**config.mk**
```make
export PLATFORM = sky130hd
export DESIGN_NAME = sabiranje_arbitar_flat
export DESIGN_NICKNAME = d
export VERILOG_FILES = /design/src/rtl/sabiranje_arbitar_if.sv /design/src/rtl/sabiranje_arbitar.sv /design/src/flat_wrapper.sv
export SDC_FILE = /design/constraint.sdc
export NUM_CORES = 1
export LEC_CHECK = 0
export BUFFER_PORTS_ARGS = -buffer_cell sky130_fd_sc_hd__clkbuf_2
export CAP_MARGIN = 30
export CORE_ASPECT_RATIO = 2
export CORE_MARGIN = 1
export CORE_UTILIZATION = 40
export DETAILED_ROUTE_END_ITERATION = 8
export GPL_TIMING_DRIVEN = 0
export PLACE_DENSITY = 0.69
export SYNTH_ARGS = -nofsm -noshare
export SYNTH_HDL_FRONTEND = slang
export SYNTH_SLANG_ARGS = --single-unit
```
**constraint.sdc**
```tcl
create_clock -name clk -period 2.5 [get_ports clk]
set_input_delay 0.125 -clock clk [delete_from_list [all_inputs] [get_ports clk]]
set_output_delay 0.125 -clock clk [all_outputs]
set_load 0.05 [all_outputs]
```
**src/rtl/sabiranje_arbitar_if.sv**
```systemverilog
// Request/result bundle for the shared-adder arbiter: per-lane operand handshake
// plus a single result handshake carrying sum, flags and requester index.
interface sabiranje_arbitar_if #(
  parameter int NUM_REQ = 4,
  parameter int W       = 7,
  parameter int ID_W    = 2
);
  logic [NUM_REQ-1:0]   req_valid;
  logic [NUM_REQ*W-1:0] req_a;
  logic [NUM_REQ*W-1:0] req_b;
  logic [NUM_REQ-1:0]   req_ready;
  logic                 res_valid;
  logic                 res_ready;
  logic [W-1:0]         res_z;
  logic                 res_carry;
  logic                 res_ovf;
  logic [ID_W-1:0]      res_id;

  modport master (
    output req_valid, req_a, req_b, res_ready,
    input  req_ready, res_valid, res_z, res_carry, res_ovf, res_id
  );

  modport slave (
    input  req_valid, req_a, req_b, res_ready,
    output req_ready, res_valid, res_z, res_carry, res_ovf, res_id
  );
endinterface

```
**src/rtl/sabiranje_arbitar.sv**
```systemverilog
// Round-robin arbiter sequencing up to NUM_REQ requesters through one W-bit adder:
// accept one operand pair, add in a dedicated cycle, hold the result until taken.
module sabiranje_arbitar #(
  parameter int NUM_REQ = 4,
  parameter int W       = 7,
  parameter int ID_W    = 2
) (
  input  logic                    clk,
  input  logic                    rst_n,
  sabiranje_arbitar_if.slave      bus,
  output logic                    busy
);

  typedef enum logic [1:0] {StIdle, StAdd, StOut} state_e;

  state_e          state_q, state_d;
  logic [ID_W-1:0] last_q, last_d;
  logic [W-1:0]    a_q, a_d;
  logic [W-1:0]    b_q, b_d;
  logic [ID_W-1:0] id_q, id_d;
  logic [W-1:0]    z_q, z_d;
  logic            carry_q, carry_d;
  logic            ovf_q, ovf_d;
  logic [ID_W-1:0] rid_q, rid_d;

  logic            found;
  logic [ID_W-1:0] winner;
  logic [ID_W-1:0] cand;
  logic [W-1:0]    a_sel;
  logic [W-1:0]    b_sel;
  logic [W:0]      sum;

  // Search starts one past the last grant and wraps, so the last winner is tried last.
  always_comb begin
    found  = 1'b0;
    winner = '0;
    cand   = '0;
    for (int k = 1; k <= NUM_REQ; k++) begin
      cand = ID_W'((int'(last_q) + k) % NUM_REQ);
      if (!found && bus.req_valid[cand]) begin
        found  = 1'b1;
        winner = cand;
      end
    end
  end

  always_comb begin
    a_sel = '0;
    b_sel = '0;
    for (int i = 0; i < NUM_REQ; i++) begin
      if (winner == ID_W'(i)) begin
        a_sel = bus.req_a[i*W +: W];
        b_sel = bus.req_b[i*W +: W];
      end
    end
  end

  always_comb begin
    bus.req_ready = '0;
    for (int i = 0; i < NUM_REQ; i++) begin
      bus.req_ready[i] = (state_q == StIdle) && found && (winner == ID_W'(i));
    end
  end

  assign sum = {1'b0, a_q} + {1'b0, b_q};

  always_comb begin
    state_d = state_q;
    last_d  = last_q;
    a_d     = a_q;
    b_d     = b_q;
    id_d    = id_q;
    z_d     = z_q;
    carry_d = carry_q;
    ovf_d   = ovf_q;
    rid_d   = rid_q;
    case (state_q)
      StIdle: begin
        if (found) begin
          a_d     = a_sel;
          b_d     = b_sel;
          id_d    = winner;
          last_d  = winner;
          state_d = StAdd;
        end
      end
      StAdd: begin
        z_d     = sum[W-1:0];
        carry_d = sum[W];
        ovf_d   = (a_q[W-1] == b_q[W-1]) && (sum[W-1] != a_q[W-1]);
        rid_d   = id_q;
        state_d = StOut;
      end
      StOut: begin
        if (bus.res_ready) state_d = StIdle;
      end
      default: state_d = StIdle;
    endcase
  end

  always_ff @(posedge clk or negedge rst_n) begin
    if (!rst_n) begin
      state_q <= StIdle;
      last_q  <= ID_W'(NUM_REQ - 1);
      a_q     <= '0;
      b_q     <= '0;
      id_q    <= '0;
      z_q     <= '0;
      carry_q <= 1'b0;
      ovf_q   <= 1'b0;
      rid_q   <= '0;
    end else begin
      state_q <= state_d;
      last_q  <= last_d;
      a_q     <= a_d;
      b_q     <= b_d;
      id_q    <= id_d;
      z_q     <= z_d;
      carry_q <= carry_d;
      ovf_q   <= ovf_d;
      rid_q   <= rid_d;
    end
  end

  assign bus.res_valid = (state_q == StOut);
  assign bus.res_z     = z_q;
  assign bus.res_carry = carry_q;
  assign bus.res_ovf   = ovf_q;
  assign bus.res_id    = rid_q;
  assign busy          = (state_q != StIdle);

endmodule

```
**src/flat_wrapper.sv**
```systemverilog
// flat-port wrapper written by rule: the top's interface ports become plain ports
module sabiranje_arbitar_flat 
#(
  parameter int NUM_REQ = 4,
  parameter int W       = 7,
  parameter int ID_W    = 2
)
  (clk, rst_n, busy, bus_req_valid, bus_req_a, bus_req_b, bus_res_ready, bus_req_ready, bus_res_valid, bus_res_z, bus_res_carry, bus_res_ovf, bus_res_id);
  sabiranje_arbitar_if #(.NUM_REQ(NUM_REQ), .W(W), .ID_W(ID_W)) bus_i ();
  input  logic clk;
  input  logic rst_n;
  output logic busy;
  input wire logic [$bits(bus_i.req_valid)-1:0] bus_req_valid;
  input wire logic [$bits(bus_i.req_a)-1:0] bus_req_a;
  input wire logic [$bits(bus_i.req_b)-1:0] bus_req_b;
  input wire logic [$bits(bus_i.res_ready)-1:0] bus_res_ready;
  output wire logic [$bits(bus_i.req_ready)-1:0] bus_req_ready;
  output wire logic [$bits(bus_i.res_valid)-1:0] bus_res_valid;
  output wire logic [$bits(bus_i.res_z)-1:0] bus_res_z;
  output wire logic [$bits(bus_i.res_carry)-1:0] bus_res_carry;
  output wire logic [$bits(bus_i.res_ovf)-1:0] bus_res_ovf;
  output wire logic [$bits(bus_i.res_id)-1:0] bus_res_id;
  assign bus_i.req_valid = bus_req_valid;
  assign bus_i.req_a = bus_req_a;
  assign bus_i.req_b = bus_req_b;
  assign bus_i.res_ready = bus_res_ready;
  assign bus_req_ready = bus_i.req_ready;
  assign bus_res_valid = bus_i.res_valid;
  assign bus_res_z = bus_i.res_z;
  assign bus_res_carry = bus_i.res_carry;
  assign bus_res_ovf = bus_i.res_ovf;
  assign bus_res_id = bus_i.res_id;
  sabiranje_arbitar #(.NUM_REQ(NUM_REQ), .W(W), .ID_W(ID_W)) u_core (.clk(clk), .rst_n(rst_n), .bus(bus_i), .busy(busy));
endmodule
```
==> impl_metrics.tcl, run 1 <==
set metrics [dict create \
    timing.final.ws_setup_ns 0.2384 \
    synth-seq-cells 31 \
    finalHoldWorstSlack_ns 0.02411 \
    post-route-util 0.5355 \
    outcome "finished, final reports clean" \
    yosys.area.top_type_share 0.3806 \
    largest_net_degree_at_the_start_of_global_routing 32 \
    synth-seq-area-share 0.4081 \
    category_of_the_critical_setup_timing_path "register to primary output" \
    core.rowCount 35 \
    synthTopCellsByArea "sky130_fd_sc_hd__dfrtp_1, sky130_fd_sc_hd__mux2i_1, sky130_fd_sc_hd__o221ai_1" \
    cts.clk_slew.worst_paths_ns 0.07 \
    hold_path.class "primary input to register" \
    detailroute.via_count 1713 \
    chain_of_cells_forming_the_critical_path "a21oi_1, a31o_2, o22ai_1, nand2_2, buf_2, nor2_1, clkbuf_2" \
    die_h_um 99.64 \
    n_antenna_cell 0 \
    finalCriticalPeriod_ns 2.262 \
    timing.fmax_mhz 442.2 \
    vias_per_cell 5.239 \
    ant_nets 0 \
    synth_edf_count 0 \
    share_of_async_settable_or_async_resettable_flops_after_synthesis 1.000 \
    rsz_0062_raised_after_global_routing "false" \
    synth.avg_cell_area_um2 10.36 \
    max_cap_violations 0 \
    routed_wirelength_um 4515 \
    p_leak_nw 1.290 \
    p_per_area_nw_per_um2 1377 \
    boundaryPins 80 \
    area_delta_synth_final_pct 29.13 \
    synthCells 184 \
    detailed_place_hpwl_um 3700 \
    initial_utilization 0.4147 \
    post_cts_resized 0 \
    detailed_router_iteration_count_before_antenna_repair 4 \
    grt_first_pass_wirelength_um 7424 \
    detail_route.iter0.violations 22 \
    htreeDepth 2 \
    globalRouteOverflowTotal 0 \
    cts_sinks 31 \
    hold_violations 0 \
    post-cts-setup-buffers 0 \
    antenna_found_initial 0 \
    maximum_fanout_encountered_on_the_critical_timing_path 10 \
    top_reg_cell_synth "sky130_fd_sc_hd__dfrtp_1" \
    crit_slowest_cell "sky130_fd_sc_hd__dfstp_2" \
    worst_ir_drop_vdd_mv 0.8006 \
    max-clock-path-buffers 2 \
    floorplan.die.width_um 50.82 \
    crit_family "flip-flops" \
    numPortBuffers 79 \
    wl_per_cell_um 13.81 \
    crit_required_ns 2.38 \
    slew_headroom 0.4962 \
    clk_root_buffer_cell "sky130_fd_sc_hd__clkbuf_8" \
    crit_end_element "primary output" \
    dpl_worst_slack_ns 0.5015 \
    drv_slew 0 \
    syn-cell-area_um2 1907 \
    critPathMaxStageDelay_ns 0.59 \
    grt_util_all_layers 0.1964 \
    worstPathArrival_ns 2.14 \
    finalCritPeriodShare 0.9046 \
    netlist-cell-type-count 42 \
    clkLatencyLatePin_ns 0.28 \
    floorplan.die_area_um2 5064 \
    mappedNetlistNets 255 \
    totalPowerFinal_w 0.003390 \
    synth.largest_area_cell "sky130_fd_sc_hd__dfrtp_1" \
    timing.setup.tns_ns 0 \
    fin_worst_skew_ns 0.007278 \
    yosys_warnings 0 \
    worstPathBufferInverterCount 2 \
    post_route_cells_drive_above_1_share 0.3750 \
    cts_tree "built" \
    multi_input_gate_area_in_the_final_layout_um2 1035 \
    timing.final.setup_violations 0 \
    gpl.final_weighted_congestion 0.8295 \
    worstMarginPinSlew_ns 0.7556 \
    route.detailed.drc 0 \
    grt_pass1_vias 1757 \
    final-seq-area_um2 778.2 \
    setup.worst_path.start_class "register" \
    core_area_um2 4598 \
    cts_hold_repair.buffers 1 \
    final.fill_count 470 \
    nets 342 \
    cts_inserted_buffers 5 \
]
==> cell type report <==
type,count,share of cell area
Multi-Input combinational cell,137,0.4202
Sequential cell,31,0.3161
Timing Repair Buffer,80,0.1646
Clock buffer,7,0.03100
Tap cell,55,0.02795
Buffer,9,0.02693
Inverter,7,0.01118
Clock inverter,1,0.002033
==> path summary, 6_finish.rpt <==
kind	depth (start not counted)	slack, ns	startpoint	end
setup / recovery	7	0.24	u_core.last_q[1]	bus_req_ready[0]
hold reg to reg	2	0.47	u_core.bus.res_z[6]	u_core.bus.res_z[6]
hold / removal	2	0.02	bus_res_ready	u_core.state_q[1]
setup reg to reg	8	0.48	u_core.a_q[0]	u_core.bus.res_ovf
max in group asynchronous	2	1.57	rst_n	u_core.a_q[5]
min in group asynchronous	2	0.44	rst_n	u_core.state_q[1]
==> synth_stat cells (2+ instances only) <==
cell type / number
sky130_fd_sc_hd__nor4_1: 4
sky130_fd_sc_hd__nand2_2: 2
sky130_fd_sc_hd__o31a_1: 2
sky130_fd_sc_hd__mux2_2: 3
sky130_fd_sc_hd__clkbuf_1: 3
sky130_fd_sc_hd__mux2i_1: 29
sky130_fd_sc_hd__o221ai_1: 14
sky130_fd_sc_hd__nand2_1: 27
sky130_fd_sc_hd__ha_1: 7
sky130_fd_sc_hd__buf_2: 2
sky130_fd_sc_hd__nor3b_1: 2
sky130_fd_sc_hd__nor2_1: 6
sky130_fd_sc_hd__a21oi_1: 4
sky130_fd_sc_hd__inv_1: 6
sky130_fd_sc_hd__nand2b_1: 5
sky130_fd_sc_hd__o21ai_0: 6
sky130_fd_sc_hd__xnor2_1: 2
sky130_fd_sc_hd__dfstp_2: 2
sky130_fd_sc_hd__or2_1: 2
sky130_fd_sc_hd__buf_6: 4
sky130_fd_sc_hd__and3_1: 2
sky130_fd_sc_hd__dfrtp_1: 29
sky130_fd_sc_hd__a21o_1: 2
==> power breakdown <==
group / total (W) / leakage (nW) / internal [W] / switching (W)
Clock: 0.000375 / 0.0422 / 0.000195 / 0.000180
Sequential: 0.000935 / 0.376 / 0.000773 / 0.000162
Combinational: 0.00208 / 0.872 / 0.000786 / 0.00129
Total: 0.00339 / 1.29 / 0.00175 / 0.00164
==> per-layer routing <==
layer / vias up / GRT usage / wire [um] / share of wire
met1: 792 / 0.1891 / 1622 / 0.36
met4: 0 / 0.1154 / 182 / 0.040
met2: 54 / 0.3774 / 2555 / 0.57
met3: 15 / 0.02294 / 154 / 0.034
met5: - / 0 / 0 / 0
li1: 852 / - / - / -
==> worst reg2reg max path, cell delays in order, from the launching register on <==
cell	delay, ns
sky130_fd_sc_hd__dfrtp_1	0.35
sky130_fd_sc_hd__ha_1	0.17
sky130_fd_sc_hd__inv_1	0.06
sky130_fd_sc_hd__fa_1	0.39
sky130_fd_sc_hd__nor2b_1	0.14
sky130_fd_sc_hd__o21ai_1	0.09
sky130_fd_sc_hd__a21oi_1	0.29
sky130_fd_sc_hd__nor4_1	0.09
sky130_fd_sc_hd__o41ai_1	0.32
==> kinds of logic after synthesis <==
logic type	synth area share
flip-flops	0.4081
AO/OA/AOI/OAI	0.1595
XOR/XNOR	0.01378
buffers and inverters	0.04921
AND/OR/NAND/NOR	0.1430
adder cells (fa/ha/maj)	0.05643
multiplexers	0.1699
==> state kept, by name (all words and copies together), names as in the netlist <==
| name | flops |
|---|---|
| u_core.a_q | 7 |
| u_core.b_q | 7 |
| u_core.bus.res_z | 7 |
| u_core.bus.res_id | 2 |
| u_core.id_q | 2 |
| u_core.last_q | 2 |
| u_core.state_q | 2 |
| u_core.bus.res_carry | 1 |
| u_core.bus.res_ovf | 1 |
==> per-stage QoR <==
stage / cells / area, um2
after floorplan: 184 / 1907
after global placement: 318 / 2371
after detailed placement: 318 / 2371
after CTS: 327 / 2462
after global routing: 327 / 2462
final: 327 / 2462
==> cells in the final DEF (no fill, tap or decap), types with 6 or more instances in the layout <==
master,n
sky130_fd_sc_hd__ha_1,7
sky130_fd_sc_hd__clkbuf_2,79
sky130_fd_sc_hd__o21ai_0,6
sky130_fd_sc_hd__nand2_1,27
sky130_fd_sc_hd__o221ai_1,14
sky130_fd_sc_hd__dfrtp_1,29
sky130_fd_sc_hd__inv_1,6
sky130_fd_sc_hd__mux2i_1,29
sky130_fd_sc_hd__nor2_1,6
Power figures use the tool's default switching activity.
==> inputs of run 2 (changes only) <==
--- a/config.mk
+++ b/config.mk
@@ -8,7 +8,7 @@
 export BUFFER_PORTS_ARGS = -buffer_cell sky130_fd_sc_hd__clkbuf_2
 export CAP_MARGIN = 30
 export CORE_ASPECT_RATIO = 2
-export CORE_MARGIN = 1
+export CORE_MARGIN = 3
 export CORE_UTILIZATION = 40
 export DETAILED_ROUTE_END_ITERATION = 8
 export GPL_TIMING_DRIVEN = 0
==> run 2 against run 1 <==
Compared with the run above:
- non-clock buffer count did not move
- register-to-register slack gained 0.02 ns
- fmax shrank 0.21%
- design area increased by 0.76%
- critical path depth did not move
- core utilization increased by 0.41 points
- highest routed layer unchanged
==> impl_metrics.tcl, run 2 (synthesis gave the netlist of run 1 again) <==
set metrics [dict create \
    r2r.worst_path.cells 8 \
    crit_slowest_cell "sky130_fd_sc_hd__dfstp_2" \
    setup.worst_path.start_class "register" \
    outcome "finished, final reports clean" \
    drv_slew 0 \
    numPortBuffers 79 \
    regToRegStartpoint "u_core.b_q[0]" \
    grt_util_all_layers 0.1896 \
    clk_root_buffer_cell "sky130_fd_sc_hd__clkbuf_8" \
    post-route-cell-area_um2 2481 \
    timing.fmax_mhz 441.2 \
    wl_per_cell_um 14.65 \
    antenna_found_initial 0 \
    timing.setup.tns_ns 0 \
    ant_nets 0 \
    detail_route.iter0.violations 24 \
    timing.final.setup_violations 0 \
    maximum_fanout_encountered_on_the_critical_timing_path 10 \
    placed_cell_area_um2 2371 \
    crit_required_ns 2.38 \
    globalRouteOverflowTotal 0 \
    routed_wirelength_um 4790 \
    die_h_um 103.6 \
    post-route-util 0.5396 \
    hold_path.class "primary input to register" \
    htreeDepth 2 \
    grt_use_met1 0.2063 \
    cts.clk_slew.worst_paths_ns 0.07 \
    p_per_area_nw_per_um2 1392 \
    detailed_place_hpwl_um 3959 \
    chain_of_cells_forming_the_critical_path "a21oi_1, a31o_2, o22ai_1, nand2_2, buf_2, nor2_1, clkbuf_2" \
    cts_sinks 31 \
    finalCriticalPeriod_ns 2.266 \
    worst_ir_drop_vdd_mv 0.6921 \
    worstMarginPinSlew_ns 0.7688 \
    n_antenna_cell 0 \
    cts_inserted_buffers 5 \
    worstPathBufferInverterCount 2 \
    p_leak_nw 1.300 \
    floorplan.die.width_um 54.82 \
    grt_pass1_vias 1757 \
    crit_path_start "u_core.last_q[1]" \
    max-clock-path-buffers 2 \
    nets 342 \
    cp_num_cells 7 \
    clkLatencyLatePin_ns 0.28 \
    detailroute.via_count 1695 \
    hold_violations 0 \
    detailed_router_iteration_count_before_antenna_repair 4 \
    boundaryPins 80 \
    gpl.final_weighted_congestion 0.8031 \
    register_to_register_setup_slack_ns 0.50 \
    setup.worst_path.end "bus_req_ready[0]" \
    largest_net_degree_at_the_start_of_global_routing 32 \
    slew_headroom 0.4875 \
    core_area_um2 4598 \
    area_delta_synth_final_pct 30.12 \
    top_usage_layer "met2" \
    route.detailed.drc 0 \
    floorplan.die_area_um2 5682 \
    initial_utilization 0.4147 \
    post_route_cells_drive_above_1_share 0.3787 \
    cts_tree "built" \
    critPathMaxStageDelay_ns 0.59 \
    grt_first_pass_wirelength_um 8004 \
    max_cap_violations 0 \
    fin_worst_skew_ns 0.003871 \
    category_of_the_critical_setup_timing_path "register to primary output" \
    layout_common_cells "sky130_fd_sc_hd__clkbuf_2, sky130_fd_sc_hd__mux2i_1, sky130_fd_sc_hd__dfrtp_1" \
    core.rowCount 35 \
    finalCritPeriodShare 0.9065 \
    vias_per_cell 5.183 \
    grt_use_met2 0.3339 \
    use_met3 0.03022 \
    crit_end_element "primary output" \
    worstPathArrival_ns 2.14 \
    crit_family "flip-flops" \
    rsz_0062_raised_after_global_routing "false" \
    r2r-end "u_core.bus.res_ovf" \
    post-cts-setup-buffers 0 \
    layout.cells.most_common "sky130_fd_sc_hd__clkbuf_2" \
    final.fill_count 478 \
]
[run 2: cell type report]
cell class	count	area [um2]	share of cell area
Multi-Input combinational cell	137	1035	0.4170
Inverter	7	27.53	0.01109
Timing Repair Buffer	80	405.4	0.1634
Clock buffer	8	100.1	0.04034
Sequential cell	31	778.2	0.3137
Tap cell	55	68.82	0.02774
Buffer	9	66.31	0.02673
[run 2: report_power, final]
part	internal [W]	switching (W)
Clock	0.000251	0.000186
Combinational	0.000787	0.00130
Sequential	0.000773	0.000159
Total	0.00181	0.00164
[run 2: worst min path at each step]
stage                   from                   to  slack, ns  cells after the start
5_1_grt        bus_res_ready    u_core.state_q[1]       0.08                      2
2_1_floorplan          rst_n        u_core.a_q[0]      -0.17                      0
3_3_place_gp           rst_n    u_core.state_q[1]       0.23                      1
4_1_cts        bus_res_ready    u_core.state_q[1]       0.04                      2
3_5_place_dp           rst_n  u_core.bus.res_z[5]       0.24                      1
6_report       bus_res_ready    u_core.state_q[1]       0.04                      2
[run 2: through the flow]
stage          hold WS [ns]  std cells  total power (W)  setup slack (ns)
2_1_floorplan       -0.1706        184         0.002546            0.1714
3_3_place_gp         0.2330        318         0.003010            0.5311
3_5_place_dp         0.2387        318         0.003049            0.5287
4_1_cts             0.04321        327         0.003490            0.2181
5_1_grt             0.07547        327         0.003718            0.1111
6_report            0.03956        327         0.003455            0.2337
[run 2: worst register-to-register path, stage by stage (launching register included)]
cell,delay (ns)
sky130_fd_sc_hd__dfrtp_1,0.37
sky130_fd_sc_hd__ha_1,0.17
sky130_fd_sc_hd__inv_1,0.05
sky130_fd_sc_hd__fa_1,0.39
sky130_fd_sc_hd__nor2b_1,0.15
sky130_fd_sc_hd__o21ai_1,0.08
sky130_fd_sc_hd__a21oi_1,0.29
sky130_fd_sc_hd__nor4_1,0.09
sky130_fd_sc_hd__o41ai_1,0.30
[run 2: what timing repair did]
| action | in CTS | in global routing |
|---|---|---|
| endpoints found under the hold margin | 29 | 0 |
| hold buffers | 1 | 0 |
| resized for setup | 0 | 0 |
[run 2: metal layers]
metal  wire [um]  up-vias  part of all wire
met5           0        -                 0
met4         108        0             0.023
met3         231        7             0.048
met2        2805       53              0.59
met1        1645      784              0.34
li1            -      851                 -
